$ cat config.mk
export PLATFORM = sky130hd
export DESIGN_NAME = tpu_timer_multi_flat
export DESIGN_NICKNAME = d
export VERILOG_FILES = /design/src/rtl/tpu_timer_pkg.sv /design/src/rtl/tpu_timer_multi_if.sv /design/src/rtl/tpu_timer_channel.sv /design/src/rtl/tpu_timer_multi.sv /design/src/flat_wrapper.sv
export SDC_FILE = /design/constraint.sdc
export NUM_CORES = 1
export LEC_CHECK = 0
export CAP_MARGIN = 10
export CORE_MARGIN = 3
export CORE_UTILIZATION = 47
export DETAILED_ROUTE_END_ITERATION = 10
export GPL_TIMING_DRIVEN = 0
export PLACE_DENSITY = 0.87
export SLEW_MARGIN = 20
export SYNTH_ARGS = -nofsm -noshare
export SYNTH_HDL_FRONTEND = slang
export SYNTH_SLANG_ARGS = --single-unit
$ cat constraint.sdc
create_clock -name SYS_CLK -period 3.4 [get_ports SYS_CLK]
set_input_delay 0.34 -clock SYS_CLK [delete_from_list [all_inputs] [get_ports SYS_CLK]]
set_output_delay 0.34 -clock SYS_CLK [all_outputs]
set_load 0.01 [all_outputs]
$ cat src/rtl/tpu_timer_pkg.sv
// Shared types for the multi-channel TPU timer.
// Channel FSM states and channel mode encodings.
package tpu_timer_pkg;

  typedef enum logic [1:0] {
    CH_IDLE,
    CH_ARMED,
    CH_FIRED
  } ch_state_t;

  localparam logic MODE_PERIODIC = 1'b0;
  localparam logic MODE_ONESHOT  = 1'b1;

endpackage

$ cat src/rtl/tpu_timer_multi_if.sv
// Register-side bundle of the multi-channel TPU timer.
// master drives configuration/pulses, slave is the timer.
interface tpu_timer_multi_if #(
  parameter int WIDTH   = 16,
  parameter int NCH     = 4,
  parameter int PRESC_W = 8,
  parameter int TIME_W  = 7
);

  logic                   EN;
  logic [PRESC_W-1:0]     PRESCALE;
  logic [NCH*WIDTH-1:0]   CH_CMP;
  logic [NCH-1:0]         CH_MODE;
  logic [NCH-1:0]         CH_ARM;
  logic [NCH-1:0]         TIMERINTMSK;
  logic [NCH-1:0]         INTCLR;
  logic [NCH-1:0]         INTPEND;
  logic                   TPUINT;
  logic [WIDTH-1:0]       CNT;
  logic [TIME_W-1:0]      TIME;

  modport master (
    output EN, PRESCALE, CH_CMP, CH_MODE,
    output CH_ARM, TIMERINTMSK, INTCLR,
    input  INTPEND, TPUINT, CNT, TIME
  );

  modport slave (
    input  EN, PRESCALE, CH_CMP, CH_MODE,
    input  CH_ARM, TIMERINTMSK, INTCLR,
    output INTPEND, TPUINT, CNT, TIME
  );

endinterface

$ cat src/rtl/tpu_timer_channel.sv
// One compare channel: IDLE/ARMED/FIRED FSM plus sticky pending.
// Match is evaluated in the current state before an arm applies.
module tpu_timer_channel
  import tpu_timer_pkg::*;
(
  input  logic clk_i,
  input  logic rst_ni,
  input  logic match_i,
  input  logic mode_i,
  input  logic arm_i,
  input  logic mask_i,
  input  logic clr_i,
  output logic pend_o
);

  ch_state_t state_q, state_d;
  logic      pend_q, pend_d;
  logic      fire;

  always_comb begin
    state_d = state_q;
    fire    = 1'b0;
    unique case (state_q)
      CH_ARMED: begin
        fire = match_i;
        if (match_i && mode_i == MODE_ONESHOT)
          state_d = CH_FIRED;
      end
      CH_IDLE, CH_FIRED: state_d = state_q;
      default: state_d = CH_IDLE;
    endcase
    if (arm_i)
      state_d = CH_ARMED;
  end

  // set beats clear when both land in one cycle
  always_comb begin
    pend_d = pend_q;
    if (fire && mask_i)
      pend_d = 1'b1;
    else if (clr_i)
      pend_d = 1'b0;
  end

  always_ff @(posedge clk_i or negedge rst_ni) begin
    if (!rst_ni) begin
      state_q <= CH_IDLE;
      pend_q  <= 1'b0;
    end else begin
      state_q <= state_d;
      pend_q  <= pend_d;
    end
  end

  assign pend_o = pend_q;

endmodule

$ cat src/rtl/tpu_timer_multi.sv
// Multi-channel TPU timer: shared prescaled counter feeding
// NCH compare channels, OR-ed into the TPU interrupt line.
module tpu_timer_multi
  import tpu_timer_pkg::*;
#(
  parameter int WIDTH   = 16,
  parameter int NCH     = 4,
  parameter int PRESC_W = 8,
  parameter int TIME_W  = 7
) (
  input  logic SYS_CLK,
  input  logic RSTTPU_N,
  tpu_timer_multi_if.slave bus
);

  localparam logic [PRESC_W-1:0] P_ONE = 1;
  localparam logic [WIDTH-1:0]   C_ONE = 1;

  logic [PRESC_W-1:0] presc_q, presc_d;
  logic [WIDTH-1:0]   cnt_q, cnt_d;
  logic               tick;
  logic [NCH-1:0]     match;
  logic [NCH-1:0]     pend;

  // >= so a lowered PRESCALE ticks on the next enabled cycle
  always_comb begin
    tick    = bus.EN && (presc_q >= bus.PRESCALE);
    presc_d = presc_q;
    cnt_d   = cnt_q;
    if (bus.EN)
      presc_d = tick ? '0 : presc_q + P_ONE;
    if (tick)
      cnt_d = cnt_q + C_ONE;
  end

  always_ff @(posedge SYS_CLK or negedge RSTTPU_N) begin
    if (!RSTTPU_N) begin
      presc_q <= '0;
      cnt_q   <= '0;
    end else begin
      presc_q <= presc_d;
      cnt_q   <= cnt_d;
    end
  end

  always_comb begin
    match = '0;
    for (int i = 0; i < NCH; i++)
      match[i] = tick &&
        (cnt_q == bus.CH_CMP[i*WIDTH +: WIDTH]);
  end

  for (genvar g = 0; g < NCH; g++) begin : g_ch
    tpu_timer_channel u_ch (
      .clk_i   (SYS_CLK),
      .rst_ni  (RSTTPU_N),
      .match_i (match[g]),
      .mode_i  (bus.CH_MODE[g]),
      .arm_i   (bus.CH_ARM[g]),
      .mask_i  (bus.TIMERINTMSK[g]),
      .clr_i   (bus.INTCLR[g]),
      .pend_o  (pend[g])
    );
  end

  assign bus.INTPEND = pend;
  assign bus.TPUINT  = |pend;
  assign bus.CNT     = cnt_q;
  assign bus.TIME    = cnt_q[WIDTH-1 -: TIME_W];

endmodule
$ cat src/flat_wrapper.sv
// flat-port wrapper written by rule: the top's interface ports become plain ports
module tpu_timer_multi_flat import tpu_timer_pkg::*;
#(
  parameter int WIDTH   = 16,
  parameter int NCH     = 4,
  parameter int PRESC_W = 8,
  parameter int TIME_W  = 7
)
  (SYS_CLK, RSTTPU_N, bus_EN, bus_PRESCALE, bus_CH_CMP, bus_CH_MODE, bus_CH_ARM, bus_TIMERINTMSK, bus_INTCLR, bus_INTPEND, bus_TPUINT, bus_CNT, bus_TIME);
  tpu_timer_multi_if #(.WIDTH(WIDTH), .NCH(NCH), .PRESC_W(PRESC_W), .TIME_W(TIME_W)) bus_i ();
  input  logic SYS_CLK;
  input  logic RSTTPU_N;
  input wire logic [$bits(bus_i.EN)-1:0] bus_EN;
  input wire logic [$bits(bus_i.PRESCALE)-1:0] bus_PRESCALE;
  input wire logic [$bits(bus_i.CH_CMP)-1:0] bus_CH_CMP;
  input wire logic [$bits(bus_i.CH_MODE)-1:0] bus_CH_MODE;
  input wire logic [$bits(bus_i.CH_ARM)-1:0] bus_CH_ARM;
  input wire logic [$bits(bus_i.TIMERINTMSK)-1:0] bus_TIMERINTMSK;
  input wire logic [$bits(bus_i.INTCLR)-1:0] bus_INTCLR;
  output wire logic [$bits(bus_i.INTPEND)-1:0] bus_INTPEND;
  output wire logic [$bits(bus_i.TPUINT)-1:0] bus_TPUINT;
  output wire logic [$bits(bus_i.CNT)-1:0] bus_CNT;
  output wire logic [$bits(bus_i.TIME)-1:0] bus_TIME;
  assign bus_i.EN = bus_EN;
  assign bus_i.PRESCALE = bus_PRESCALE;
  assign bus_i.CH_CMP = bus_CH_CMP;
  assign bus_i.CH_MODE = bus_CH_MODE;
  assign bus_i.CH_ARM = bus_CH_ARM;
  assign bus_i.TIMERINTMSK = bus_TIMERINTMSK;
  assign bus_i.INTCLR = bus_INTCLR;
  assign bus_INTPEND = bus_i.INTPEND;
  assign bus_TPUINT = bus_i.TPUINT;
  assign bus_CNT = bus_i.CNT;
  assign bus_TIME = bus_i.TIME;
  tpu_timer_multi #(.WIDTH(WIDTH), .NCH(NCH), .PRESC_W(PRESC_W), .TIME_W(TIME_W)) u_core (.SYS_CLK(SYS_CLK), .RSTTPU_N(RSTTPU_N), .bus(bus_i));
endmodule
==> run summary, run 1 <==
Sequential area share after synthesis -> 31.9%
Setup WS post-layout -> 1.23 ns
Cell Rows -> 27
RePlAce Congestion -> 0.809
Congestion Overflow GR -> 0
Largest net degree at the start of global routing -> 30
WL final -> 8400 um
Detailed Routing Iterations Pass 1 -> 4
Setup CP Type -> flip-flop to flip-flop
DIE HEIGHT -> 83.6 um
Post-Place Cells -> 493
First-pass GRT wire length -> 13900 um
Starting Density -> 49.8%
Total negative slack -> 0 ns
Async S/R FF share, synth -> 100%
Non-Filler Instances -> 502
Sw Ratio -> 33.5%
Diode count -> 0
Crit path required time -> 3.59 ns
Gr busiest metal -> met2
Die ar. -> 0.00698 sq mm
Clock skew -> 0.00456 ns
Hold Crit Class -> primary input to asynchronous set/reset pin
CTS Hold Bufs -> 1
EDFF count, synth -> 0
Period utilization -> 63.9%
Seq pwr share -> 34.8%
Worst Max-Slew Pin Slew -> 0.661 ns
Syn nets -> 403
CTS clk-pin slew, worst paths -> 0.08 ns
PD cells -> 362 mW/mm^2
Setup violators final -> 0
#FFs+latches synth -> 36
Worst r2r dst -> u_core.g_ch[2].u_ch.state_q[0]$_DFFE_PN0P_
CP endpoint kind -> flip-flop
IO Count -> 119
Critical Path AT -> 2.36 ns
Net Sw Power -> 514 uW
Post-CTS Setup Inserts -> 0
Reg2Reg Depth -> 6
CTS Buf Count -> 5
Max Cap Violations -> 0
Clock tree buffer depth -> 2
Post-synth cell types -> 40
Main flop type after synthesis -> dfrtp_1
# port buffers -> 118
Launching point of the worst reg2reg path -> u_core.bus.CNT[6]$_DFFE_PN0N_
Peak supply drop -> 370 uV
CORE AREA -> 0.00568 sq mm
Wirelength per Cell -> 16.7 um
Crit Path Max Fanout -> 8
Layout cells sized above 1 -> 9.77%
Mean Syn Cell Area -> 9.36 sq um
Yosys warnings -> 0
Total clock sinks -> 36
Die width -> 83.6 um
Antenna violations before repair -> 0
Cell area after synthesis -> 0.00283 sq mm
Tmin final -> 2.17 ns
Drc violations -> 0
Clock power share -> 25.2%
Max-slew headroom -> 56.0%
GR Util met2 -> 41.3%
Internal power -> 1020 uW
Max-slew violation count -> 0
Initial DRC count -> 158
Comb pwr share -> 40.0%
Synth area leaders -> dfrtp_1 32%, xnor2_1 24%, nand4_1 6.4%
Area share of the largest cell type after synthesis -> 31.9%
Synth area leader -> dfrtp_1
Fin. Hold Viols -> 0
Lkg Pwr -> 0.00169 uW
H-tree Lvls -> 2
Overall power -> 1530 uW
ANT nets after route -> 0
Nets -> 530
TritonCTS clock tree -> yes
Vias in the first global route -> 2806
Placement Setup Slack -> 0.964 ns
HPWL Detailed -> 6640 um
Critical Path Start Type -> flip-flop
Tot GR Track Use -> 24.6%
Clock latency on the worst-skew pair -> 0.29 ns
Routing usage on met3 -> 6.91%
Status -> finished, final reports clean
Area growth, synth to finish -> 49.8%
Post-CTS Resized -> 0
Via count -> 2716
Max Fclk -> 460 MHz
R2R Setup Slk -> 1.23 ns
RSZ-0062 raised after global routing -> no
Root Buffer -> clkbuf_8
Gate Count Post-Synth -> 302
Vias per Instance -> 5.41
Met1 Usage GRT -> 30.8%
-- power by group through the flow --
stage	Combinational (uW)	Sequential, uW	Clock [uW]
3_3_place_gp	580	537	0
4_1_cts	614	533	387
6_report	614	534	387
5_1_grt	669	544	405
2_1_floorplan	357	533	0
3_5_place_dp	606	540	0
-- worst max-delay path by stage --
stage	from	endpoint	slack, ns	depth (start not counted)
floorplan	u_core.presc_q[0]$_DFFE_PN0P_	u_core.bus.CNT[1]$_DFFE_PN0N_	1.37	8
global placement	bus_PRESCALE[0]	u_core.bus.CNT[1]$_DFFE_PN0N_	0.98	8
detailed placement	bus_PRESCALE[0]	u_core.bus.CNT[1]$_DFFE_PN0N_	0.96	8
CTS	u_core.presc_q[0]$_DFFE_PN0P_	u_core.bus.CNT[1]$_DFFE_PN0N_	1.23	8
global route	u_core.presc_q[0]$_DFFE_PN0P_	u_core.bus.CNT[1]$_DFFE_PN0N_	1.13	8
finish	u_core.bus.CNT[6]$_DFFE_PN0N_	u_core.g_ch[2].u_ch.state_q[0]$_DFFE_PN0P_	1.23	6
-- state kept, by name (all words and copies together) (netlist names) --
| name | cells |
|---|---|
| u_core.g_ch.u_ch.pend_o | 4 |
| u_core.presc_q | 8 |
| u_core.g_ch.u_ch.state_q | 8 |
| u_core.bus.CNT | 16 |
-- metal layers --
| metal | vias up | wire length (um) | part of all wire, % |
|---|---|---|---|
| met3 | 18 | 655 | 7.8 |
| met2 | 130 | 4180 | 50 |
| li1 | 1275 | - | - |
| met5 | - | 0 | 0 |
| met1 | 1293 | 3420 | 41 |
| met4 | 0 | 148 | 1.8 |
-- critical path, cell delays in order (launching register included) --
cell and delay, ns:
dfrtp_1 0.36, clkbuf_1 0.52, xnor2_1 0.20, nand4_1 0.13, nor4_1 0.49, nand3_1 0.16, o22a_1 0.20
-- cell families after synthesis --
| logic type | Yosys count | synth area share (%) |
|---|---|---|
| simple gates | 95 | 20.3 |
| xor+xnor | 82 | 25.7 |
| buf+inv | 52 | 10.3 |
| flops | 36 | 31.9 |
| compound gates | 26 | 6.86 |
| fa+ha+maj | 10 | 4.43 |
| mux | 1 | 0.531 |
-- cell type report --
class,count,area (sq um)
fill,422,1440
tap,72,90.1
inverter,18,67.6
buffer,34,224
clock inverter,3,42.5
multi-input combinational,214,1630
timing repair buffer,120,1210
sequential,36,901
clock buffer,5,68.8
-- cells in the final DEF (no fill, tap or decap), drive strengths merged, types with 2 or more instances in the layout --
| cell | netlist | routed |
|---|---|---|
| clkdlybuf4s50 | 0 | 117 |
| xnor2 | 79 | 79 |
| dfrtp | 36 | 36 |
| nand4 | 31 | 31 |
| buf | 24 | 26 |
| inv | 18 | 18 |
| clkbuf | 10 | 15 |
| nand2 | 11 | 11 |
| nand3 | 10 | 10 |
| ha | 10 | 10 |
| and3 | 8 | 8 |
| nor2 | 8 | 8 |
| o21ai | 8 | 8 |
| o22ai | 6 | 6 |
| and4 | 6 | 6 |
| nand2b | 6 | 6 |
| nor2b | 4 | 4 |
| nor4 | 4 | 4 |
| o22a | 4 | 4 |
| a21oi | 3 | 3 |
| xor2 | 3 | 3 |
| and2 | 3 | 3 |
| a21o | 2 | 2 |
-- through the flow --
step	instance area, sq um	hold WS [ns]	utilization, %
floorplan	2830	0.0444	-
global placement	4100	0.466	72.2
detailed placement	4110	0.218	72.5
CTS	4230	0.435	74.6
global route	4230	0.459	74.6
finish	4230	0.444	74.6
-- Yosys cell counts (2+ instances only) --
master and number:
o21ai_1 4, xnor2_1 78, nor4_1 4, inv_1 18
o21ai_0 4, and4_1 6, o22a_1 4, ha_1 10
o22ai_1 6, and3_1 8, nor2_1 8, buf_4 11
nand4_1 29, buf_2 9, dfrtp_1 36, clkbuf_1 9
xor2_1 3, nand2_1 11, a21oi_1 3, and2_1 2
a21o_1 2, buf_6 2, nand4_2 2, nand3_1 10
nor2b_1 4, nand2b_1 5
Note: power is estimated with default switching activity, not from simulation.
==> inputs of run 2 (changes only) <==
--- a/config.mk
+++ b/config.mk
@@ -7,10 +7,10 @@
 export LEC_CHECK = 0
 export CAP_MARGIN = 10
 export CORE_MARGIN = 3
-export CORE_UTILIZATION = 47
+export CORE_UTILIZATION = 39
 export DETAILED_ROUTE_END_ITERATION = 10
 export GPL_TIMING_DRIVEN = 0
-export PLACE_DENSITY = 0.87
+export PLACE_DENSITY = 0.77
 export SLEW_MARGIN = 20
 export SYNTH_ARGS = -nofsm -noshare
 export SYNTH_HDL_FRONTEND = slang
==> constraint.sdc (replaced) <==
create_clock -name SYS_CLK -period 1.8 [get_ports SYS_CLK]
set_input_delay 0.18 -clock SYS_CLK [delete_from_list [all_inputs] [get_ports SYS_CLK]]
set_output_delay 0.18 -clock SYS_CLK [all_outputs]
set_load 0.01 [all_outputs]
==> run summary, run 2 (synthesis gave the netlist of run 1 again) <==
Die ar. -> 0.00830 sq mm (+19%)
Lkg Pwr -> 0.00189 uW (+12%)
Tot GR Track Use -> 20.9% (-3.8 points)
CP endpoint kind -> flip-flop
HPWL Detailed -> 6430 um (-3.2%)
Worst Max-Slew Pin Slew -> 0.584 ns (-0.0763 ns)
Fin. Hold Viols -> 0 (unchanged)
Max reg flops -> 16 (unchanged)
Critical Path AT -> 2.34 ns (-0.02 ns)
Critical Path Start Type -> flip-flop
Crit path from -> u_core.presc_q[0]$_DFFE_PN0P_
Peak supply drop -> 559 uV (+51%)
Layout cells sized above 1 -> 22.4% (+13 points)
Max-slew headroom -> 61.0% (+5.1 points)
DIE HEIGHT -> 91.1 um (+9.1%)
Max Fclk -> 473 MHz (+2.9%)
Fillcell total -> 534 (+27%)
Via count -> 2752 (+1.3%)
CORE AREA -> 0.00691 sq mm (+22%)
Tmin final -> 2.11 ns (-0.0606 ns)
CTS clk-pin slew, worst paths -> 0.08 ns (about the same)
PD cells -> 720 mW/mm^2 (+99%)
Detailed Routing Iterations Pass 1 -> 5 (+1)
H-tree Lvls -> 2 (unchanged)
Total clock sinks -> 36 (unchanged)
R2R Setup Slk -> -0.31 ns (-1.54 ns)
RePlAce Congestion -> 0.779 (-3.8%)
Setup CP Type -> flip-flop to flip-flop
Commonest non-fill, non-tap cell in the layout -> clkdlybuf4s50_1
# port buffers -> 118 (unchanged)
Congestion Overflow GR -> 0 (unchanged)
Worst r2r dst -> u_core.presc_q[4]$_DFFE_PN0P_
Vias per Instance -> 4.99 (-7.7%)
Vias in the first global route -> 2814 (+0.29%)
RSZ-0062 raised after global routing -> yes
Starting Density -> 40.9% (-8.9 points)
Most frequent cells in the layout -> 117 x clkdlybuf4s50_1, 76 x xnor2_1, 35 x dfrtp_1, 30 x buf_4, 29 x nand4_1
Crit path to -> u_core.presc_q[4]$_DFFE_PN0P_
Status -> finished, violations left
Area growth, synth to finish -> 68.6%
Placement Setup Slack -> -0.488 ns (-1.45 ns)
Clock tree buffer depth -> 2 (unchanged)
Launching point of the worst reg2reg path -> u_core.presc_q[0]$_DFFE_PN0P_
Crit Path Max Fanout -> 5 (-3)
IO Count -> 119 (unchanged)
Diode count -> 0 (unchanged)
Post-route cell area -> 0.00476 sq mm (+13%)
Nets -> 555 (+4.7%)
TritonCTS clock tree -> yes
Total negative slack -> -7.92 ns (-7.92 ns)
Max-slew violation count -> 0 (unchanged)
Antenna violations before repair -> 0 (unchanged)
Crit path required time -> 2.02 ns (-1.57 ns)
First-pass GRT wire length -> 14000 um (+0.85%)
Period utilization -> 117% (+53 points)
Fin Hold WS -> 0.309 ns (-0.135 ns)
Overall power -> 3430 uW (+120%)
Reg2Reg Depth -> 8 (+2)
Failing checks -> setup timing
Largest net degree at the start of global routing -> 25 (-17%)
Root Buffer -> clkbuf_8
Drc violations -> 0 (unchanged)
Setup WS post-layout -> -0.312 ns (-1.54 ns)
DP Area -> 0.00420 sq mm (+2.0%)
Hold Crit Class -> primary input to asynchronous set/reset pin
ANT nets after route -> 0 (unchanged)
CTS Buf Count -> 5 (unchanged)
WL final -> 9250 um (+10%)
Initial DRC count -> 155 (-1.9%)
Clock latency on the worst-skew pair -> 0.29 ns (about the same)
Setup violators final -> 36 (+36)
Clock skew -> 0.00666 ns (+0.00210 ns)
Cell Rows -> 30 (+11%)
Wirelength per Cell -> 16.8 um (+0.27%)
Die width -> 91.1 um (+9.1%)
Max Cap Violations -> 0 (unchanged)
==> run 2: layer usage <==
layer / share of wire [%] / routed length (um) / global-route usage [%]
met4: 1.8 / 163 / 5.65
met1: 40 / 3670 / 25.5
met5: 0 / 0 / 0
met3: 5.4 / 499 / 4.39
met2: 53 / 4910 / 37.0
==> run 2: area by class of cell <==
| cell class | instances | area [sq um] | share of cell area, % |
|---|---|---|---|
| timing repair buffer | 147 | 1460 | 30.6 |
| inverter | 18 | 67.6 | 1.42 |
| sequential | 36 | 902 | 18.9 |
| buffer | 32 | 231 | 4.86 |
| tap | 96 | 120 | 2.52 |
| clock buffer | 6 | 72.6 | 1.52 |
| clock inverter | 2 | 35.0 | 0.735 |
| multi-input combinational | 214 | 1880 | 39.4 |
==> run 2: worst min-delay path by stage <==
stage / to / slack (ns)
after floorplan: u_core.bus.CNT[0]$_DFFE_PN0N_ / -0.12
after global placement: u_core.g_ch[3].u_ch.state_q[1]$_DFFE_PN0P_ / 0.47
after detailed placement: u_core.g_ch[3].u_ch.pend_o$_DFFE_PN0P_ / 0.09
after CTS: u_core.g_ch[3].u_ch.pend_o$_DFFE_PN0P_ / 0.32
after global routing: u_core.g_ch[3].u_ch.pend_o$_DFFE_PN0P_ / 0.35
final: u_core.g_ch[3].u_ch.pend_o$_DFFE_PN0P_ / 0.31
==> run 2: critical path: stages, from the launching register on <==
cell	delay [ns]
dfrtp_1	0.41
inv_2	0.09
ha_4	0.19
nand2b_4	0.15
a2111oi_4	0.36
o221ai_4	0.19
buf_2	0.21
nor4bb_2	0.30
a21o_1	0.14
==> run 2: through the flow <==
stage / util [%] / std cells
after floorplan: - / 302
after global placement: 60.5 / 516
after detailed placement: 60.7 / 517
after CTS: 66.0 / 547
after global routing: 69.0 / 551
final: 69.0 / 551
==> run 2: power breakdown <==
part           leakage (uW)  internal, uW  total, uW  switching (uW)
Clock             0.0000552           411        716             305
Sequential         0.000467           902        985            83.1
Combinational       0.00137           963       1730             768
==> run 2: timing repair <==
| action | CTS | global route |
|---|---|---|
| hold buffers | 1 | 0 |
| pin swaps | 4 | 8 |
| gates resized for setup | 23 | 24 |
| buffers inserted | 22 | 3 |
| endpoints found under the hold margin | 12 | 0 |
| setup endpoints to repair | 36 | 36 |
| gates cloned | 1 | 2 |
